**src/rtl/uart_pkg.sv**
```systemverilog
// ---------------------------------------------------------------------------
// uart_pkg
// Shared definitions for the UART transmit arbiter slice.
//   state_t             : arbiter FSM state encoding (IDLE / ISSUE / WAIT)
//   DEFAULT_NUM_REQ     : default number of byte sources
//   DEFAULT_WORD_WIDTH  : default bits per UART character
// ---------------------------------------------------------------------------
package uart_pkg;

  typedef enum logic [1:0] {
    S_IDLE  = 2'd0,
    S_ISSUE = 2'd1,
    S_WAIT  = 2'd2
  } state_t;

  localparam int DEFAULT_NUM_REQ    = 4;
  localparam int DEFAULT_WORD_WIDTH = 8;

endpackage

```
**src/rtl/rr_pick.sv**
```systemverilog
// ---------------------------------------------------------------------------
// rr_pick
// Combinational round-robin priority encoder. Returns the first set bit of
// vec found when scanning upward from index base, wrapping past N-1 to 0.
// Ports:
//   vec     in  N    request vector
//   base    in  IW   index that has highest priority this cycle (< N)
//   onehot  out N    one-hot of the selected index (all zero if none)
//   idx     out IW   selected index (0 if none)
//   any     out 1    at least one bit of vec is set
// ---------------------------------------------------------------------------
module rr_pick
  import uart_pkg::*;
#(
  parameter int N  = DEFAULT_NUM_REQ,
  parameter int IW = (N > 1) ? $clog2(N) : 1
) (
  input  logic [N-1:0]  vec,
  input  logic [IW-1:0] base,
  output logic [N-1:0]  onehot,
  output logic [IW-1:0] idx,
  output logic          any
);

  int pos;

  always_comb begin
    onehot = '0;
    idx    = '0;
    pos    = 0;
    any    = |vec;
    // Scan from the farthest offset down to offset 0 so the nearest set bit
    // to base is the last one written and therefore wins.
    for (int k = N - 1; k >= 0; k--) begin
      pos = int'(base) + k;
      if (pos >= N) pos = pos - N;
      if (vec[pos]) idx = IW'(pos);
    end
    if (any) onehot[idx] = 1'b1;
  end

endmodule

```
**src/rtl/uart_tx_arb.sv**
```systemverilog
// ---------------------------------------------------------------------------
// uart_tx_arb
// Round-robin arbiter sharing one UART transmitter between NUM_REQ byte
// sources. In IDLE one valid source is accepted (req_ready high that same
// cycle), its byte is latched into tx_data, tx_start pulses for one cycle,
// and the arbiter then waits for tx_done before arbitrating again.
//
// Optional feature (macro UART_TX_ARB_LOCK_EN): adds the req_last port.
// Accepting a byte with req_last=0 locks the grant to that source until a
// byte with req_last=1 is accepted, so packets go out uninterrupted.
//
// Ports:
//   clk        in   1                   rising-edge clock
//   rst_n      in   1                   asynchronous active-low reset
//   req_valid  in   NUM_REQ             per-source byte valid
//   req_data   in   NUM_REQ*WORD_WIDTH  source i at [i*WORD_WIDTH +: WORD_WIDTH]
//   req_last   in   NUM_REQ             end-of-packet (UART_TX_ARB_LOCK_EN only)
//   req_ready  out  NUM_REQ             one-hot accept strobe (combinational)
//   tx_start   out  1                   one-cycle load pulse to transmitter
//   tx_data    out  WORD_WIDTH          byte held from tx_start until tx_done
//   tx_done    in   1                   character-finished pulse
//   grant_id   out  GRANT_W             source owning the current/last byte
//   busy       out  1                   high whenever not IDLE
// ---------------------------------------------------------------------------
module uart_tx_arb
  import uart_pkg::*;
#(
  parameter  int NUM_REQ    = DEFAULT_NUM_REQ,
  parameter  int WORD_WIDTH = DEFAULT_WORD_WIDTH,
  localparam int GRANT_W    = $clog2(NUM_REQ)
) (
  input  logic                          clk,
  input  logic                          rst_n,
  input  logic [NUM_REQ-1:0]            req_valid,
  input  logic [NUM_REQ*WORD_WIDTH-1:0] req_data,
`ifdef UART_TX_ARB_LOCK_EN
  input  logic [NUM_REQ-1:0]            req_last,
`endif
  output logic [NUM_REQ-1:0]            req_ready,
  output logic                          tx_start,
  output logic [WORD_WIDTH-1:0]         tx_data,
  input  logic                          tx_done,
  output logic [GRANT_W-1:0]            grant_id,
  output logic                          busy
);

  state_t               state;
  logic [GRANT_W-1:0]   base;
  logic [NUM_REQ-1:0]   cand;
  logic [NUM_REQ-1:0]   pick_onehot;
  logic [GRANT_W-1:0]   pick_idx;
  logic                 pick_any;
  logic [WORD_WIDTH-1:0] pick_data;

`ifdef UART_TX_ARB_LOCK_EN
  logic locked;
`endif

  // Search starts just after the previous owner, wrapping for any NUM_REQ.
  always_comb begin
    if (grant_id == GRANT_W'(NUM_REQ - 1)) base = '0;
    else                                   base = grant_id + GRANT_W'(1);
  end

  // While a packet is locked only its owner may compete; with a single
  // candidate bit the search base is irrelevant.
  always_comb begin
`ifdef UART_TX_ARB_LOCK_EN
    if (locked) cand = req_valid & (NUM_REQ'(1) << grant_id);
    else        cand = req_valid;
`else
    cand = req_valid;
`endif
  end

  rr_pick #(
    .N  (NUM_REQ),
    .IW (GRANT_W)
  ) u_rr_pick (
    .vec    (cand),
    .base   (base),
    .onehot (pick_onehot),
    .idx    (pick_idx),
    .any    (pick_any)
  );

  always_comb begin
    pick_data = req_data[pick_idx*WORD_WIDTH +: WORD_WIDTH];
  end

  // Gated by rst_n so no source sees an accept while reset is asserted.
  always_comb begin
    if (rst_n && (state == S_IDLE)) req_ready = pick_onehot;
    else                            req_ready = '0;
  end

  // Arbiter FSM: IDLE -> ISSUE -> WAIT -> IDLE, all outputs registered.
  always_ff @(posedge clk or negedge rst_n) begin
    if (!rst_n) begin
      state    <= S_IDLE;
      tx_start <= 1'b0;
      tx_data  <= '0;
      grant_id <= '0;
      busy     <= 1'b0;
`ifdef UART_TX_ARB_LOCK_EN
      locked   <= 1'b0;
`endif
    end else begin
      tx_start <= 1'b0;
      unique case (state)
        S_IDLE: begin
          if (pick_any) begin
            tx_data  <= pick_data;
            grant_id <= pick_idx;
            tx_start <= 1'b1;
            busy     <= 1'b1;
            state    <= S_ISSUE;
`ifdef UART_TX_ARB_LOCK_EN
            locked   <= ~req_last[pick_idx];
`endif
          end
        end
        // tx_done here belongs to no character of ours and is ignored.
        S_ISSUE: begin
          state <= S_WAIT;
        end
        S_WAIT: begin
          if (tx_done) begin
            state <= S_IDLE;
            busy  <= 1'b0;
          end
        end
        default: begin
          state <= S_IDLE;
          busy  <= 1'b0;
        end
      endcase
    end
  end

endmodule
```
**config.mk**
```make
export PLATFORM = sky130hd
export DESIGN_NAME = uart_tx_arb
export DESIGN_NICKNAME = d
export VERILOG_FILES = /design/src/rtl/uart_pkg.sv /design/src/rtl/rr_pick.sv /design/src/rtl/uart_tx_arb.sv
export SDC_FILE = /design/constraint.sdc
export NUM_CORES = 1
export LEC_CHECK = 0
export CORE_AREA = 2 2 51 57
export CTS_CLUSTER_SIZE = 10
export DETAILED_ROUTE_END_ITERATION = 6
export DIE_AREA = 0 0 53 59
export GPL_ROUTABILITY_DRIVEN = 1
export PLACE_DENSITY = 0.77
export SYNTH_ARGS = -nofsm -noshare
export SYNTH_HDL_FRONTEND = slang
export SYNTH_HIERARCHICAL = 1
export SYNTH_SLANG_ARGS = --single-unit
export TNS_END_PERCENT = 20
```
**constraint.sdc**
```tcl
create_clock -name clk -period 6.95 [get_ports clk]
set_clock_uncertainty 0.05 [all_clocks]
set_input_delay 1.7375 -clock clk [delete_from_list [all_inputs] [get_ports clk]]
set_output_delay 1.7375 -clock clk [all_outputs]
set_load 0.02 [all_outputs]
```
# Yosys cells after proc, flatten, opt, wreduce, memory -nomap -nowiden

Cells that the tools add are included.

Latch bits: 0
Output and inout bits: 16
Memory bits (read-only): 0
Bits in writable memories: 0
Word-level logic and storage cells: 70
Memories: 0
Register bits: 14

Divide/modulo/power cells: 0
Add/subtract/negate cells: 8
Bitwise gates (word level): 1
Shift operators: 1
Reduce and logical (&&, ||, !) cells: 7
$lt $le $gt $ge: 10
Multiplexer cells: 33
Equal/unequal tests: 5
$mul: 0

Operators with widths:

| kind                  | count |
|---|---|
| $lt 32x4->1 const B   | 4 |
| $mux 32               | 4 |
| $ge 32x4->1 const B   | 3 |
| $sub 32x4->32 const B | 3 |
| $shiftx 32x6->8       | 1 |
| $mux 2                | 7 |
| $mux 1                | 13 |
| $bmux 1 s2            | 4 |
| $mux 4                | 2 |
| $add 2x2->3 const B   | 2 |
| $pmux 2 s3            | 1 |
| $eq 2x2->1 const B    | 2 |
| $ne 2x2->1 const B    | 2 |
| $reduce_and 2->1      | 2 |
| $reduce_or 4->1       | 1 |
| $sub 2x3->4 const B   | 1 |
| $add 2x1->3 const B   | 1 |
| $ge 2x3->1 const B    | 1 |
| $lt 2x3->1 const B    | 1 |
| $pmux 1 s3            | 1 |
| $reduce_and 3->1      | 1 |
| $add 2x1->2 const B   | 1 |
| $demux 1 s2           | 1 |
| $eq 2x1->1 const B    | 1 |
| other kinds (4)       | 5 |

# Longest topological paths before layout

Gate-level depths: netlist of run 1.

Depth in word-level cells: 18
Mapped depth: 8

# By module

The synthesis of run 1 kept the hierarchy.

Modules (own cells, without submodules):

| module      | instances | area each (um^2) | seq. area each (um^2) | cells each |
|---|---|---|---|---|
| uart_tx_arb | 1         | 787.0            | 350.3                 | 51 |
| rr_pick     | 1         | 219.0            | 0.0                   | 34 |

# Least setup slack after synthesis of run 1

OpenSTA, ideal clock, no wires.

Path type: input port to output port
Start point: in req_valid[0]
End point: out req_ready[2]
Arrival time: 2496 ps
Stages on the path: 5
Required time: 5162 ps
Setup slack: 2667 ps
Cells stage by stage: buf_6 > nor2b_4 > nor3_1 > o31a_1 > and3_1

Word-level cells in the longest chain between the ends: 13

RTL lines:

| element                                                               | RTL line          | source |
|---|---|---|
| from (decl)                                                           | uart_tx_arb.sv:34 | `input logic [NUM_REQ-1:0] req_valid,` |
| $bmux 1 s2                                                            | rr_pick.sv:37     | `if (vec[pos]) idx = IW'(pos);` |
| $mux 1 (implied by the code) (2 in series)                            | rr_pick.sv:37     |  |
| $mux 2 (4 in series)                                                  | rr_pick.sv:37     |  |
| $lt 2x3->1 (implied by the code) / $ge 2x1->1 (equally long branches) | rr_pick.sv:39     | `if (any) onehot[idx] = 1'b1;` |
| $logic_and 1x1->1 (implied by the code)                               | rr_pick.sv:39     |  |
| $mux 1 (implied by the code)                                          | rr_pick.sv:39     |  |
| $demux 1 s2                                                           | -                 |  |
| $mux 4 *                                                              | rr_pick.sv:39     |  |
| net pick_onehot[2]                                                    | uart_tx_arb.sv:50 | `logic [NUM_REQ-1:0] pick_onehot;` |
| $mux 4 *                                                              | uart_tx_arb.sv:93 | `if (rst_n && (state == S_IDLE)) req_ready = pick_onehot;` |
| to (decl)                                                             | uart_tx_arb.sv:39 | `output logic [NUM_REQ-1:0] req_ready,` |

Mark *: on every way through the listed nets, which the timed path passes. The rest lies on a longest branch. The select of a mux whose other input is x is not followed.

# Worst setup path in the final report of run 1

Same ends and word-level chain as after synthesis.

==> results of run 1 <==
cell families after synthesis:
family,count (synthesis),synth area share [%]
AO/OA/AOI/OAI,18,11.3
adder cells (fa/ha/maj),1,1.24
buffers and inverters,9,6.84
flip-flops,14,34.8
multiplexers,18,32.1
AND/OR/NAND/NOR,25,13.7
through the flow:
stage / cell area, sq um / setup slack (ns)
after global routing: 1560 / 1.47
after CTS: 1560 / 1.55
final: 1560 / 1.54
after floorplan: 1010 / 2.67
after global placement: 1520 / 1.60
after detailed placement: 1520 / 1.56
sequential cells by signal, indices dropped and copies added, names as in the netlist:
name      count
tx_data       8
state         2
tx_start      1
busy          1
grant_id      2
cell type report:
type	count	area, sq um
clock buffers	4	36.3
fillers	211	936
inverters	2	7.51
multi-input cells	62	587
flip-flops and latches	14	350
well taps	31	38.8
repair buffers	54	541
placed cells by master, fill, tap and decap left out, types with 3 or more instances in the layout:
| cell | count |
|---|---|
| clkdlybuf4s50_1 | 54 |
| nor2_1 | 8 |
| o21ai_0 | 5 |
| nand2_1 | 4 |
| mux4_2 | 8 |
| a21oi_1 | 5 |
| dfrtp_1 | 14 |
| and3_1 | 4 |
| mux2_4 | 8 |
| clkbuf_4 | 3 |
report_power, final:
part / internal [mW] / leakage (nW) / total, mW / switching (mW)
Combinational: 0.258 / 0.462 / 0.464 / 0.206
Sequential: 0.125 / 0.165 / 0.154 / 0.0287
Clock: 0.0318 / 0.0210 / 0.0569 / 0.0251
metal layers:
metal / wire (um) / share of wire (%) / up-vias
met1: 947 / 40 / 414
met5: 0 / 0 / -
met3: 260 / 11 / 2
li1: - / - / 414
met4: 23 / 0.98 / 0
met2: 1120 / 48 / 52
worst max-delay path, stage by stage:
cell and delay [ns]:
clkdlybuf4s50_1 0.63, nor2b_4 0.22, nor3_1 0.06, o31a_1 0.28
and3_1 0.16, clkdlybuf4s50_1 0.53
worst min-delay path by stage:
stage                             end  cells after the start
6_report         state[1]$_DFFE_PN0P_                      1
5_1_grt        tx_data[7]$_DFFE_PN0P_                      1
4_1_cts          state[1]$_DFFE_PN0P_                      1
3_5_place_dp   tx_data[4]$_DFFE_PN0P_                      1
3_3_place_gp         busy$_DFFE_PN0P_                      1
2_1_floorplan    state[1]$_DFFE_PN0P_                      1
==> reports/qor.txt, run 1 <==
RUN STATUS
------------------------------------------------------------------------------------
Status                                                                     completed

DIE
------------------------------------------------------------------------------------
Die area                                                                  3130 sq um
Core area                                                                 2500 sq um
Die boundary width                                                             53 um
Number of standard-cell rows in the floorplan                                     19
Count of boundary I/O pins                                                        55
Height of the die                                                              59 um
Effective utilization at floorplan                                             40.3%

GRT
------------------------------------------------------------------------------------
Number of antenna violations at the first check in global routing                  0
Largest net degree at the start of global routing                                 19
Wire length of the first global-routing pass                                 4140 um
Peak-usage layer in the global routing report                                   met2
GR Util met2                                                                   30.2%
All-layer global routing usage                                                 18.1%
Routing usage on met1                                                          20.7%
Global-route congestion overflow total                                             0
Met3 Track Usage GR                                                            6.57%
Vias in the first global route                                                   957

SYNTH
------------------------------------------------------------------------------------
Area contributors post-synth                                            dfrtp_1, mux4_2, mux2_4
Synth Flop Type                                                              dfrtp_1
Biggest area consumer among synthesized cells                                dfrtp_1
Yosys reg bits                                                                    14
Number of enable-type register cells in the synthesized netlist                    0
Count of cell types in the netlist                                                30
Mean cell area of the mapped netlist                                      11.8 sq um
Share of synthesized area occupied by flip-flops and latches                   34.8%
Post-synthesis instance area                                              1010 sq um
Net count of the mapped netlist                                                  125
Yosys Warn Count                                                                   6
Portion of synthesized cell area occupied by the leading cell type             34.8%
Share of flip-flops with an asynchronous set or reset                           100%
Gate Count Post-Synth                                                             85
Most common cell in the netlist                                              dfrtp_1
Leading post-synthesis cells by instance count                          dfrtp_1, mux2_4, mux4_2, nor2_1

STA
------------------------------------------------------------------------------------
RSZ-0062 raised after global routing                                           false
Max frequency                                                                185 MHz
Final critical-path share of the clock period                                  77.8%
Number of hold violations in the final report                                      0
Pins Over Slew Limit                                                               0
Count of endpoints failing setup in the final report                               0
Slew at the pin with the worst max-slew slack                               0.982 ns
Relative max-transition margin                                                 34.3%
Min Hold Slack                                                              0.471 ns
Time the worst path needs with I/O delays and setup                          5.41 ns
Final setup TNS                                                                 0 ns

PWR
------------------------------------------------------------------------------------
Power density cells                                                      433 nW/um^2
IR drop worst, VDD                                                            292 uV
Leak                                                                        0.648 nW
Final Total Pwr                                                               675 uW

ROUTE
------------------------------------------------------------------------------------
DRC violations left                                                                0
Number of vias per cell after detailed routing                                  5.28
Via count                                                                        882
Number of DRC violations after detailed-routing iteration 0                       10
Wirelength per Cell                                                          14.1 um
Antenna Nets Post-Route                                                            0
Total Routed Length                                                          2350 um
Router iterations before antenna repair                                            4

CLOCKING
------------------------------------------------------------------------------------
Clock tree from TritonCTS                                                      built
Post-CTS Setup Repair Bufs                                                         0
Count of instances resized after the clock tree is built                           0
CTS sink count                                                                    14
Maximum root-to-sink buffer count                                                  2
Number of clock buffers inserted by TritonCTS                                      3
Clock transition at path regs                                                0.08 ns
Clock network latency to the later pin of the worst-skew pair                0.27 ns
Number of buffers inserted for hold repair after clock tree synthesis              0
Max H-tree Level                                                                   1
CTS Root Cell                                                               clkbuf_4

PLACEMENT
------------------------------------------------------------------------------------
Post-detailed-placement half-perimeter wirelength                            1860 um
Placed instance count                                                            163
Routability congestion estimate from global placement                          0.716
I/O Buffers                                                                       54

SETUP PATH
------------------------------------------------------------------------------------
CP Launch Type                                                          primary input
Worst reg2reg path startpoint                                           grant_id[0]$_DFFE_PN0P_
Critical path fanouts, max                                                         9
Worst reg2reg setup slack                                                    3.74 ns
Class of the most critical setup path                                   primary input to output port
Capturing point of the worst reg2reg path                               tx_data[6]$_DFFE_PN0P_
Nature of the critical path endpoint                                     output port
End point of the critical path                                          req_ready[2]
Register-to-Register Path Depth                                                    7
Data arrival at the endpoint of the critical path                            3.62 ns
Critical path required time                                                  5.16 ns
Crit path from                                                          req_valid[0]

LAYOUT
------------------------------------------------------------------------------------
Area growth syn-to-layout                                                      55.1%
Diode insertion count for antenna repair                                           0
Fraction of layout cells with a size suffix above 1                            19.1%
Fin util                                                                       62.5%
Cell Count, Final, Fillers Out                                                   167
Net count, final                                                                 177

WORST HOLD PATH
------------------------------------------------------------------------------------
Worst min-delay path category                                           register to register
Hold path startpoint                                                    state[1]$_DFFE_PN0P_

FLOW RUN
------------------------------------------------------------------------------------
Max-capacitance violation count                                                    0

No activity file was read; power rests on OpenSTA's default activity.
==> run 2: changes to the inputs <==
--- a/config.mk
+++ b/config.mk
@@ -5,12 +5,12 @@
 export SDC_FILE = /design/constraint.sdc
 export NUM_CORES = 1
 export LEC_CHECK = 0
-export CORE_AREA = 2 2 51 57
+export CORE_AREA = 2 2 53 59
 export CTS_CLUSTER_SIZE = 10
 export DETAILED_ROUTE_END_ITERATION = 6
-export DIE_AREA = 0 0 53 59
+export DIE_AREA = 0 0 55 61
 export GPL_ROUTABILITY_DRIVEN = 1
-export PLACE_DENSITY = 0.77
+export PLACE_DENSITY = 0.72
 export SYNTH_ARGS = -nofsm -noshare
 export SYNTH_HDL_FRONTEND = slang
 export SYNTH_HIERARCHICAL = 1
==> constraint.sdc (replaced) <==
create_clock -name clk -period 5.2 [get_ports clk]
set_clock_uncertainty 0.05 [all_clocks]
set_input_delay 1.3 -clock clk [delete_from_list [all_inputs] [get_ports clk]]
set_output_delay 1.3 -clock clk [all_outputs]
set_load 0.02 [all_outputs]
==> reports/qor.txt, run 2 (synthesis gave the netlist of run 1 again) <==
SETUP PATH
------------------------------------------------------------------------------------
Nature of the critical path endpoint                                     output port   unchanged
Critical path fanouts, max                                                         9   unchanged
Register-to-Register Path Depth                                                    8   was 7
Class of the most critical setup path                                   primary input to output port   unchanged
Critical path required time                                                  3.85 ns   was 5.16 ns
Data arrival at the endpoint of the critical path                            3.17 ns   was 3.62 ns
CP Launch Type                                                          primary input   unchanged

PLACEMENT
------------------------------------------------------------------------------------
Post-detailed-placement half-perimeter wirelength                            2030 um   was 1860 um
Placed instance count                                                            167   was 163
Routability congestion estimate from global placement                          0.795   was 0.716
I/O Buffers                                                                       54   unchanged
Placed standard-cell area                                                 1540 sq um   was 1520 sq um

CLOCKING
------------------------------------------------------------------------------------
Number of clock buffers inserted by TritonCTS                                      3   unchanged
CTS sink count                                                                    14   unchanged
Count of instances resized after the clock tree is built                           0   unchanged
CTS Root Cell                                                               clkbuf_4   unchanged
Maximum root-to-sink buffer count                                                  2   unchanged
Clock transition at path regs                                                0.08 ns   about the same
Max H-tree Level                                                                   1   unchanged
Post-CTS Setup Repair Bufs                                                         0   unchanged
Number of buffers inserted for hold repair after clock tree synthesis              0   unchanged
Clock network latency to the later pin of the worst-skew pair                0.28 ns   was 0.27 ns
Clock tree from TritonCTS                                                      built   unchanged

GRT
------------------------------------------------------------------------------------
Peak-usage layer in the global routing report                                   met2   unchanged
Routing usage on met1                                                          19.6%   was 20.7%
Largest net degree at the start of global routing                                 15   was 19
Global-route congestion overflow total                                             0   unchanged
Met3 Track Usage GR                                                            3.69%   was 6.57%
Wire length of the first global-routing pass                                 4110 um   was 4140 um
GR Util met2                                                                   32.1%   was 30.2%
All-layer global routing usage                                                 17.2%   was 18.1%
Vias in the first global route                                                   856   was 957
Number of antenna violations at the first check in global routing                  0   unchanged

STA
------------------------------------------------------------------------------------
RSZ-0062 raised after global routing                                           false   unchanged
Pins Over Slew Limit                                                               0   unchanged
Number of hold violations in the final report                                      0   unchanged
Count of endpoints failing setup in the final report                               0   unchanged
Max frequency                                                                221 MHz
Final setup TNS                                                                 0 ns   unchanged
Slew at the pin with the worst max-slew slack                               0.663 ns   was 0.982 ns
Relative max-transition margin                                                 55.8%   was 34.3%
Time the worst path needs with I/O delays and setup                          4.52 ns
Min Hold Slack                                                              0.470 ns   was 0.471 ns
Final critical-path share of the clock period                                  87.0%

WORST HOLD PATH
------------------------------------------------------------------------------------
Hold path depth                                                                    1   unchanged
Worst min-delay path category                                           register to register   unchanged

PWR
------------------------------------------------------------------------------------
Leak                                                                        0.658 nW   was 0.648 nW
IR drop worst, VDD                                                            461 uV   was 292 uV
Power density cells                                                      575 nW/um^2   was 433 nW/um^2

ROUTE
------------------------------------------------------------------------------------
Number of vias per cell after detailed routing                                  5.12   was 5.28
Router iterations before antenna repair                                            2   was 4
Total Routed Length                                                          2520 um   was 2350 um
Number of DRC violations after detailed-routing iteration 0                       15   was 10
DRC violations left                                                                0   unchanged
Via count                                                                        876   was 882
Wirelength per Cell                                                          14.7 um   was 14.1 um
Antenna Nets Post-Route                                                            0   unchanged

DIE
------------------------------------------------------------------------------------
Height of the die                                                              61 um   was 59 um
Die area                                                                  3360 sq um   was 3130 sq um
Count of boundary I/O pins                                                        55   unchanged
Number of standard-cell rows in the floorplan                                     20   was 19
Core area                                                                 2750 sq um   was 2500 sq um
Effective utilization at floorplan                                             36.5%   was 40.3%
Die boundary width                                                             55 um   was 53 um

LAYOUT
------------------------------------------------------------------------------------
Fin util                                                                       57.3%   was 62.5%
Fraction of layout cells with a size suffix above 1                            20.3%   was 19.1%
Diode insertion count for antenna repair                                           0   unchanged
Largest registers                                                       tx_data: 8 flops, grant_id: 2 flops, state: 2 flops   unchanged
Most common cell after layout, fill and taps aside                      clkdlybuf4s50_1   unchanged
Commonest cells after routing, fill and taps aside                      clkdlybuf4s50_1, dfrtp_1, nor2_1, mux4_2, mux2_4   unchanged
Post-route cell area                                                      1580 sq um   was 1560 sq um
Number of flip-flops in the largest register                                       8   unchanged
Net count, final                                                                 179   was 177
Cell Count, Final, Fillers Out                                                   171   was 167
Area growth syn-to-layout                                                      56.8%   was 55.1%
Largest register by flop count                                               tx_data   unchanged

RUN STATUS
------------------------------------------------------------------------------------
Status                                                                     completed   unchanged

FLOW RUN
------------------------------------------------------------------------------------
Max-capacitance violation count                                                    0   unchanged

[run 2: changes by cell type in the layout (fill, tap and decap cells not counted)]
cell and change:
buf_4 +2
[run 2: cell type report]
type / instances / area, sq um
multi-input cells: 62 / 587
inverters: 2 / 7.51
well taps: 33 / 41.3
flip-flops and latches: 14 / 350
clock buffers: 4 / 36.3
repair buffers: 56 / 556
fillers: 253 / 1170
[run 2: through the flow]
stage	setup WS, ns	power, mW
6_report	0.675	0.907
5_1_grt	0.608	0.976
4_1_cts	0.682	0.916
3_5_place_dp	0.689	0.835
3_3_place_gp	0.722	0.821
2_1_floorplan	1.79	0.670
[run 2: report_power, final]
| group | switching [mW] | internal (mW) | leakage [nW] | total, mW |
|---|---|---|---|---|
| Clock | 0.0349 | 0.0425 | 0.0210 | 0.0774 |
| Combinational | 0.275 | 0.352 | 0.472 | 0.627 |
| Sequential | 0.0354 | 0.167 | 0.165 | 0.203 |
[run 2: metal layers]
layer  wire (um)  vias to the layer above
li1            -                      422
met1        1010                      436
met2        1410                       16
met3          69                        2
met4          27                        0
met5           0                        -
[run 2: path summary, 6_finish.rpt]
check	slack [ns]	from	to
max	0.68	req_valid[0]	req_ready[2]
min	0.47	tx_data[4]$_DFFE_PN0P_	tx_data[4]$_DFFE_PN0P_
max reg2reg	2.50	grant_id[0]$_DFFE_PN0P_	tx_data[6]$_DFFE_PN0P_
min reg2reg	0.47	tx_data[4]$_DFFE_PN0P_	tx_data[4]$_DFFE_PN0P_
max in group asynchronous	3.53	rst_n	tx_data[4]$_DFFE_PN0P_
min in group asynchronous	1.40	rst_n	grant_id[0]$_DFFE_PN0P_
[run 2: worst max-delay path, cell delays in order]
cell	delay, ns
clkdlybuf4s50_1	0.63
nor2b_4	0.22
nor3_1	0.05
o31a_1	0.28
and3_1	0.16
clkdlybuf4s50_1	0.53
